### src/rtl/dsp_mac_engine.sv
// Three-stage pipelined multiply/accumulate slice with pre-adder, valid/ready
// backpressure, optional saturation and masked pattern detect on the result.
module dsp_mac_engine #(
   parameter int                 A_W      = 25,
   parameter int                 B_W      = 18,
   parameter int                 ACC_W    = 48,
   parameter bit                 SAT_EN   = 1'b1,
   parameter logic [ACC_W-1:0]   PATTERN  = {ACC_W{1'b0}},
   parameter logic [ACC_W-1:0]   PAT_MASK = {ACC_W{1'b0}}
) (
   input  logic             clk,
   input  logic             rst,
   input  logic             in_valid,
   output logic             in_ready,
   input  logic [A_W-1:0]   a,
   input  logic [B_W-1:0]   b,
   input  logic [ACC_W-1:0] c,
   input  logic [A_W-1:0]   d,
   input  logic             use_d,
   input  logic [2:0]       op,
   input  logic             acc_clr,
   output logic             out_valid,
   input  logic             out_ready,
   output logic [ACC_W-1:0] p,
   output logic             overflow,
   output logic             pattern_det
);

   localparam int A1_W = A_W + 1;
   localparam int M_W  = A_W + 1 + B_W;
   localparam int X_W  = ACC_W + 1;

   localparam logic [2:0] OP_MUL    = 3'd0;
   localparam logic [2:0] OP_MADD   = 3'd1;
   localparam logic [2:0] OP_MSUB   = 3'd2;
   localparam logic [2:0] OP_MAC    = 3'd3;
   localparam logic [2:0] OP_MACSUB = 3'd4;
   localparam logic [2:0] OP_AND    = 3'd5;
   localparam logic [2:0] OP_XOR    = 3'd6;
   localparam logic [2:0] OP_PASSC  = 3'd7;

   localparam logic [ACC_W-1:0] SAT_MAX = {1'b0, {(ACC_W-1){1'b1}}};
   localparam logic [ACC_W-1:0] SAT_MIN = {1'b1, {(ACC_W-1){1'b0}}};

   logic                    stall_s;
   logic                    advance_s;

   logic                    s1_valid_r;
   logic signed [A_W-1:0]   a1_r;
   logic signed [B_W-1:0]   b1_r;
   logic signed [ACC_W-1:0] c1_r;
   logic signed [A_W-1:0]   d1_r;
   logic                    use_d1_r;
   logic [2:0]              op1_r;
   logic                    clr1_r;

   logic signed [A1_W-1:0]  pre_add_s;
   logic signed [M_W-1:0]   prod_s;
   logic [ACC_W-1:0]        ab_s;

   logic                    s2_valid_r;
   logic signed [M_W-1:0]   m2_r;
   logic signed [ACC_W-1:0] c2_r;
   logic [ACC_W-1:0]        ab2_r;
   logic [2:0]              op2_r;
   logic                    clr2_r;

   logic signed [X_W-1:0]   m_x_s;
   logic signed [X_W-1:0]   c_x_s;
   logic signed [X_W-1:0]   acc_x_s;
   logic signed [X_W-1:0]   wide_s;
   logic                    arith_s;
   logic                    ovf_s;
   logic [ACC_W-1:0]        res_s;
   logic                    is_acc_op_s;
   logic                    pat_s;

   logic signed [ACC_W-1:0] acc_r;
   logic                    out_valid_r;
   logic [ACC_W-1:0]        p_r;
   logic                    overflow_r;
   logic                    pattern_det_r;

   assign stall_s   = out_valid_r & ~out_ready;
   assign advance_s = ~stall_s;
   assign in_ready  = advance_s;

   // Stage 1: capture the operand beat.
   always_ff @(posedge clk or posedge rst) begin
      if (rst) begin
         s1_valid_r <= 1'b0;
         a1_r       <= {A_W{1'b0}};
         b1_r       <= {B_W{1'b0}};
         c1_r       <= {ACC_W{1'b0}};
         d1_r       <= {A_W{1'b0}};
         use_d1_r   <= 1'b0;
         op1_r      <= 3'd0;
         clr1_r     <= 1'b0;
      end else if (advance_s) begin
         s1_valid_r <= in_valid;
         a1_r       <= a;
         b1_r       <= b;
         c1_r       <= c;
         d1_r       <= d;
         use_d1_r   <= use_d;
         op1_r      <= op;
         clr1_r     <= acc_clr;
      end
   end

   // Pre-adder, signed multiplier and the {a,b} logic operand.
   always_comb begin
      if (use_d1_r) begin
         pre_add_s = A1_W'(a1_r) + A1_W'(d1_r);
      end else begin
         pre_add_s = A1_W'(a1_r);
      end
      prod_s = M_W'(pre_add_s) * M_W'(b1_r);
      ab_s   = ACC_W'({a1_r, b1_r});
   end

   // Stage 2: register the product and the operands the ALU still needs.
   always_ff @(posedge clk or posedge rst) begin
      if (rst) begin
         s2_valid_r <= 1'b0;
         m2_r       <= {M_W{1'b0}};
         c2_r       <= {ACC_W{1'b0}};
         ab2_r      <= {ACC_W{1'b0}};
         op2_r      <= 3'd0;
         clr2_r     <= 1'b0;
      end else if (advance_s) begin
         s2_valid_r <= s1_valid_r;
         m2_r       <= prod_s;
         c2_r       <= c1_r;
         ab2_r      <= ab_s;
         op2_r      <= op1_r;
         clr2_r     <= clr1_r;
      end
   end

   // ALU: one extra bit of headroom exposes signed overflow of the add/sub ops.
   always_comb begin
      m_x_s   = X_W'(m2_r);
      c_x_s   = X_W'(c2_r);
      acc_x_s = clr2_r ? {X_W{1'b0}} : X_W'(acc_r);
      wide_s  = {X_W{1'b0}};
      arith_s = 1'b0;
      res_s   = {ACC_W{1'b0}};
      ovf_s   = 1'b0;
      case (op2_r)
         OP_MUL:    res_s = m_x_s[ACC_W-1:0];
         OP_MADD:   begin wide_s = c_x_s + m_x_s;   arith_s = 1'b1; end
         OP_MSUB:   begin wide_s = c_x_s - m_x_s;   arith_s = 1'b1; end
         OP_MAC:    begin wide_s = acc_x_s + m_x_s; arith_s = 1'b1; end
         OP_MACSUB: begin wide_s = acc_x_s - m_x_s; arith_s = 1'b1; end
         OP_AND:    res_s = c2_r & ab2_r;
         OP_XOR:    res_s = c2_r ^ ab2_r;
         OP_PASSC:  res_s = c2_r;
         default:   res_s = c2_r;
      endcase
      if (arith_s) begin
         ovf_s = wide_s[ACC_W] ^ wide_s[ACC_W-1];
         if (ovf_s && SAT_EN) begin
            res_s = wide_s[ACC_W] ? SAT_MIN : SAT_MAX;
         end else begin
            res_s = wide_s[ACC_W-1:0];
         end
      end else begin
         ovf_s = 1'b0;
      end
      is_acc_op_s = (op2_r == OP_MAC) || (op2_r == OP_MACSUB);
      pat_s       = ((res_s & ~PAT_MASK) == (PATTERN & ~PAT_MASK));
   end

   // Stage 3: result registers and accumulator; results hold while idle or stalled.
   always_ff @(posedge clk or posedge rst) begin
      if (rst) begin
         out_valid_r   <= 1'b0;
         p_r           <= {ACC_W{1'b0}};
         overflow_r    <= 1'b0;
         pattern_det_r <= 1'b0;
         acc_r         <= {ACC_W{1'b0}};
      end else if (advance_s) begin
         out_valid_r <= s2_valid_r;
         if (s2_valid_r) begin
            p_r           <= res_s;
            overflow_r    <= ovf_s;
            pattern_det_r <= pat_s;
            if (is_acc_op_s) begin
               acc_r <= res_s;
            end
         end
      end
   end

   assign out_valid   = out_valid_r;
   assign p           = p_r;
   assign overflow    = overflow_r;
   assign pattern_det = pattern_det_r;

endmodule
### config.mk
export PLATFORM = sky130hd
export DESIGN_NAME = dsp_mac_engine
export DESIGN_NICKNAME = d
export VERILOG_FILES = /design/src/rtl/dsp_mac_engine.sv
export SDC_FILE = /design/constraint.sdc
export NUM_CORES = 2
export LEC_CHECK = 0
export ABC_AREA = 1
export CAP_MARGIN = 30
export CORE_MARGIN = 2
export CORE_UTILIZATION = 50
export CTS_BUF_LIST = sky130_fd_sc_hd__clkbuf_16
export CTS_CLUSTER_SIZE = 24
export DETAILED_ROUTE_END_ITERATION = 8
export GPL_TIMING_DRIVEN = 1
export PLACE_DENSITY_LB_ADDON = 0.3
export SLEW_MARGIN = 20
export SYNTH_ARGS = -nofsm -noshare
export SYNTH_HDL_FRONTEND = slang
export SYNTH_SLANG_ARGS = --single-unit
### constraint.sdc
create_clock -name clk -period 11.7 [get_ports clk]
set_input_delay 1.17 -clock clk [delete_from_list [all_inputs] [get_ports clk]]
set_output_delay 1.17 -clock clk [all_outputs]
set_load 0.01 [all_outputs]
Word level (Yosys, flattened, before mapping)
Cells that the tools add are included.

storage, ports and cells
  register bits = 361
  bits in latches = 0
  memory bits (writable) = 0
  ROM bits = 0
  bits of input ports = 125
  output and inout port bits = 52
  logic and storage cells = 53
  memories = 0

operators by class
  add/subtract/negate cells = 5
  multiply operators = 1
  divide/modulo/power cells = 0
  magnitude comparators = 0
  eq/ne operators = 7
  shift operators = 0
  multiplexer cells = 9
  bitwise gates (word level) = 6
  reductions and logical operators = 6

operators with widths
  cell                  number
  $pmux W49 S4          1
  $pmux W48 S4          1
  $mux W48              3
  $add A48 B44 Y49      1
  $add A49 B44 Y49      1
  $mux W49              1
  $sub A48 B44 Y49      1
  $sub A49 B44 Y49      1
  $and A48 B43 Y48      1
  $logic_not A48 Y1     1
  $xor A48 B43 Y48      1
  $mul A26 B18 Y44      1
  $add A25 B25 Y26      1
  $mux W26              1
  $eq A3 B3 Y1 const B  4
  $eq A3 B2 Y1 const B  2
  $reduce_or A4 Y1      1
  $eq A3 B1 Y1 const B  1
  $logic_not A3 Y1      1
  $reduce_and A3 Y1     1
  $mux W1               2
  $not A1 Y1            2
  $reduce_and A2 Y1     1
  $and A1 B1 Y1         1
  2 further kinds       2

Logic depth before layout (Yosys ltp)
  depth after elaboration = 7
  mapped depth = 49
  mapped depth without buffers = 47

Worst setup path after synthesis
No wires, ideal clock.

  kind = flip-flop to flip-flop
  start point = reg a1_r[2]
  end point = reg m2_r[43]
  setup time = 0.130 ns
  arrival = 7.685 ns
  data required time = 11.570 ns
  slack = 3.885 ns
  cell stages (with the launch flop) = 40
  path buffers = 1
  clock period less this slack = 7.815 ns
  path through = dfrtp_1 ha_1 a21oi_1 a21oi_1 a211oi_1 o21ai_1 a21oi_1 o21ai_1 inv_1 o21ai_1 or2_2 nand3_1 nand2_1 inv_1 buf_2 nor2_1 fa_1 inv_1 [... 4 more ...] fa_1 inv_1 fa_1 inv_1 ha_1 a21oi_1 inv_1 a31oi_1 o211ai_1 a21oi_1 o21ai_0 nand2_1 nor2_1 nor3_1 o21ai_0 or2_2 nand3_1 o21ai_0

on the way
  cells in the longest elaborated chain, start to end = 3

RTL lines
  what                      line  RTL
  start: declaration        49    logic signed [A_W-1:0] a1_r;
  start signal: assignment  92    a1_r <= {A_W{1'b0}};
  $add A25 B25 Y26          114   pre_add_s = A1_W'(a1_r) + A1_W'(d1_r);
  $mux W26 (*)              113   if (use_d1_r) begin
  $mul A26 B18 Y44 (*)      118   prod_s = M_W'(pre_add_s) * M_W'(b1_r);
  end signal: assignment    126   m2_r <= {M_W{1'b0}};
  end signal: assignment    133   m2_r <= prod_s;
  end: declaration          62    logic signed [M_W-1:0] m2_r;

Mark *: on every way between the ends. The rest lies on a longest branch, timed or not.
A chain may end at the register's enable or synchronous reset.

Worst setup path in the final report
Same ends and word-level chain as after synthesis.

==> results.md <==
- Worst Setup SP: a1_r[2]
- Port bufs: 176
- Count leader, synth: nand2_1
- Hold_buf cts: 0
- CTS buffer count: 46
- Final period util: 78.8%
- Clk_lat worst skew: 0.62 ns
- Global-route wire length before repair: 226000 um
- Placement Rows: 107
- Critical path's top delay family: adder cells
- Htree depth: 2
- Worst path required time: 12.17 ns
- Fin nets: 6879
- Largest net degree at the start of global routing: 155
- Kind of critical path: flop to flop
- CTS tree: yes
- Post-cts resize count: 0
- Die X: 296 um
- DIE HEIGHT: 296 um
- CP endpoint: m2_r[43]
- Worst path arrival time: 9.69 ns
- Crit path max-delay cell type: fa_1
- DRC viols: 0
- WL final: 148000 um
- HP Class: flop to flop
- Gr ovfl total: 0
- Minimum clock period: 9.22 ns
- HPWL Detailed: 120000 um
- Worst-Margin Slew: 0.979 ns
- CP peak stage delay: 0.55 ns
- Part of the Yosys area used for sequential elements: 21.2%
- GRT Total Usage: 34.1%
- Clk slew on worst S/H paths: 0.06 ns
- Largest area contributor in the netlist: fa_1
- Total negative slack: 0 ns
- Post-synth EDFFs: 0
- R2r setup slk: 2.48 ns
- Antenna Nets Post-Route: 0
- Layout cells sized above 1: 4.80%
- Fin util: 55.7%
- Max clock buf depth: 3
- Fill cells: 8365
- Skew final: 0.0194 ns
- Minimum hold slack: 0.475 ns
- Final-report max-slew violation count: 0
- Routed len/inst: 20.6 um
- Status: completed
- Vias post-DR: 39800
- Crit Reg-Reg Startpoint: a1_r[2]
- Synth Register Bits: 361
- R2r worst-path depth: 38
- Critical path fanouts, max: 13
- Initial drt markers: 3395
- Netlist Area Pre-Place: 42700 um^2
- Vias in the first global route: 39200
- Net Count, Synth: 6813
- Share of the synthesized area in the top cell type: 21.6%
- CTS sink count: 361
- DRT Pass-1 Iters: 6
- Max-capacitance violation count: 0
- Post-synthesis cell count: 5954
- Core region area: 84900 um^2
- Routability Congestion: 1.04
- Boundary pin count: 177
- Distinct cells, synth: 55
- Ant diodes: 0
- Clk root buf: clkbuf_16
- Worst Path Buf+Inv: 6
- # Post-CTS Setup Buffers: 0
- Syn Area/Cell: 7.17 um^2
- Ys flop type: dfrtp_1
- Area grow syn2layout: 10.6%
- Slew HR: 34.6%
- RSZ-0062 raised after global routing: false
- Die area: 87800 um^2
- Most instantiated cells after synthesis: nand2_1, inv_1, nor2_1, o21ai_0, fa_1
- Crit end category: flop
- R2r endpoint: m2_r[43]
- Final hold vios: 0
- Initial Util: 50.3%
- Initial antenna violation count: 1
- CP Launch Type: flop
- Syn. warnings: 0
- Max Clock Freq: 108 MHz
- Asr flop ratio synth: 100%
- Area contributors post-synth: fa_1, dfrtp_1, nand2_1
- CP Depth: 38
- Vias per cell: 5.52
- Final Setup Violations: 0
routing by layer:
layer	routed length [um]	global-route usage (%)
met1	60700	45.4
met2	67400	54.6
met3	11800	5.26
met4	8130	16.0
met5	0	0
sequential cells by signal (all words and copies together) (netlist names):
| signal | cells |
|---|---|
| a1_r | 25 |
| b1_r | 18 |
| op1_r | 3 |
| c2_r | 48 |
| m2_r | 44 |
| clr1_r | 1 |
| acc_r | 48 |
| ab2_r | 43 |
| out_valid | 1 |
| s1_valid_r | 1 |
| s2_valid_r | 1 |
| clr2_r | 1 |
| d1_r | 25 |
| overflow | 1 |
| pattern_det | 1 |
| op2_r | 3 |
| p | 48 |
| c1_r | 48 |
| use_d1_r | 1 |
cell families after synthesis:
kind of cell             synth area share [%]
AND/OR/NAND/NOR                          24.7
buffers and inverters                    11.1
AO/OA/AOI/OAI                            11.6
XOR/XNOR                                 1.80
adder cells (fa/ha/maj)                  29.6
flip-flops                               21.2
cell type report:
cell class / count / area [um^2] / share of cell area [%]
well taps: 1144 / 1430 / 3.03
multi-input cells: 4350 / 29000 / 61.3
flip-flops and latches: 361 / 9030 / 19.1
repair buffers: 235 / 2380 / 5.03
clock buffers: 46 / 1150 / 2.44
inverters: 1026 / 3870 / 8.18
clock inverters: 40 / 410 / 0.869
worst register-to-register path, delay by kind of cell, from the launching register on:
| family | cells | cell delay, ns |
|---|---|---|
| compound gates | 14 | 2.75 |
| fa+ha+maj | 8 | 3.71 |
| buf+inv | 6 | 0.72 |
| flops | 1 | 0.38 |
| simple gates | 10 | 1.51 |
how the worst min path moves through the flow:
stage,to,slack (ns),start,cells after the start
floorplan,c2_r[34],0.44,c1_r[34],2
detailed placement,p[17],0.46,p[17],2
CTS,p[14],0.48,p[14],2
finish,p[14],0.47,p[14],2
global route,pattern_det,0.49,pattern_det,2
global placement,c2_r[43],0.46,c1_r[43],2
cells in the final DEF (no fill, tap or decap), types with 8 or more instances in the layout:
master / count
nor2_2: 14
o21ai_0: 485
a21oi_1: 221
clkbuf_16: 46
nand4_1: 36
or2_2: 54
nor4_1: 10
fa_1: 460
ha_1: 274
xnor2_1: 38
nor2_1: 588
a221oi_1: 44
inv_2: 56
a31oi_1: 36
o21bai_1: 29
clkdlybuf4s50_1: 176
inv_1: 967
a21oi_2: 8
dfrtp_1: 361
buf_4: 45
nand2_1: 1645
o21ai_1: 33
xor2_1: 50
clkinv_1: 12
nand3_1: 205
nor3_1: 34
through the flow:
step / setup WS [ns] / instances / area (um^2)
floorplan: 0.511 / 5954 / 42700
global placement: 2.66 / 7103 / 45400
detailed placement: 2.57 / 7112 / 45600
CTS: 2.53 / 7198 / 47200
global route: 1.88 / 7202 / 47200
finish: 2.48 / 7202 / 47200
Power is not shown: default switching activity piles up to over one toggle a cycle in this logic, so the estimate is an artifact.
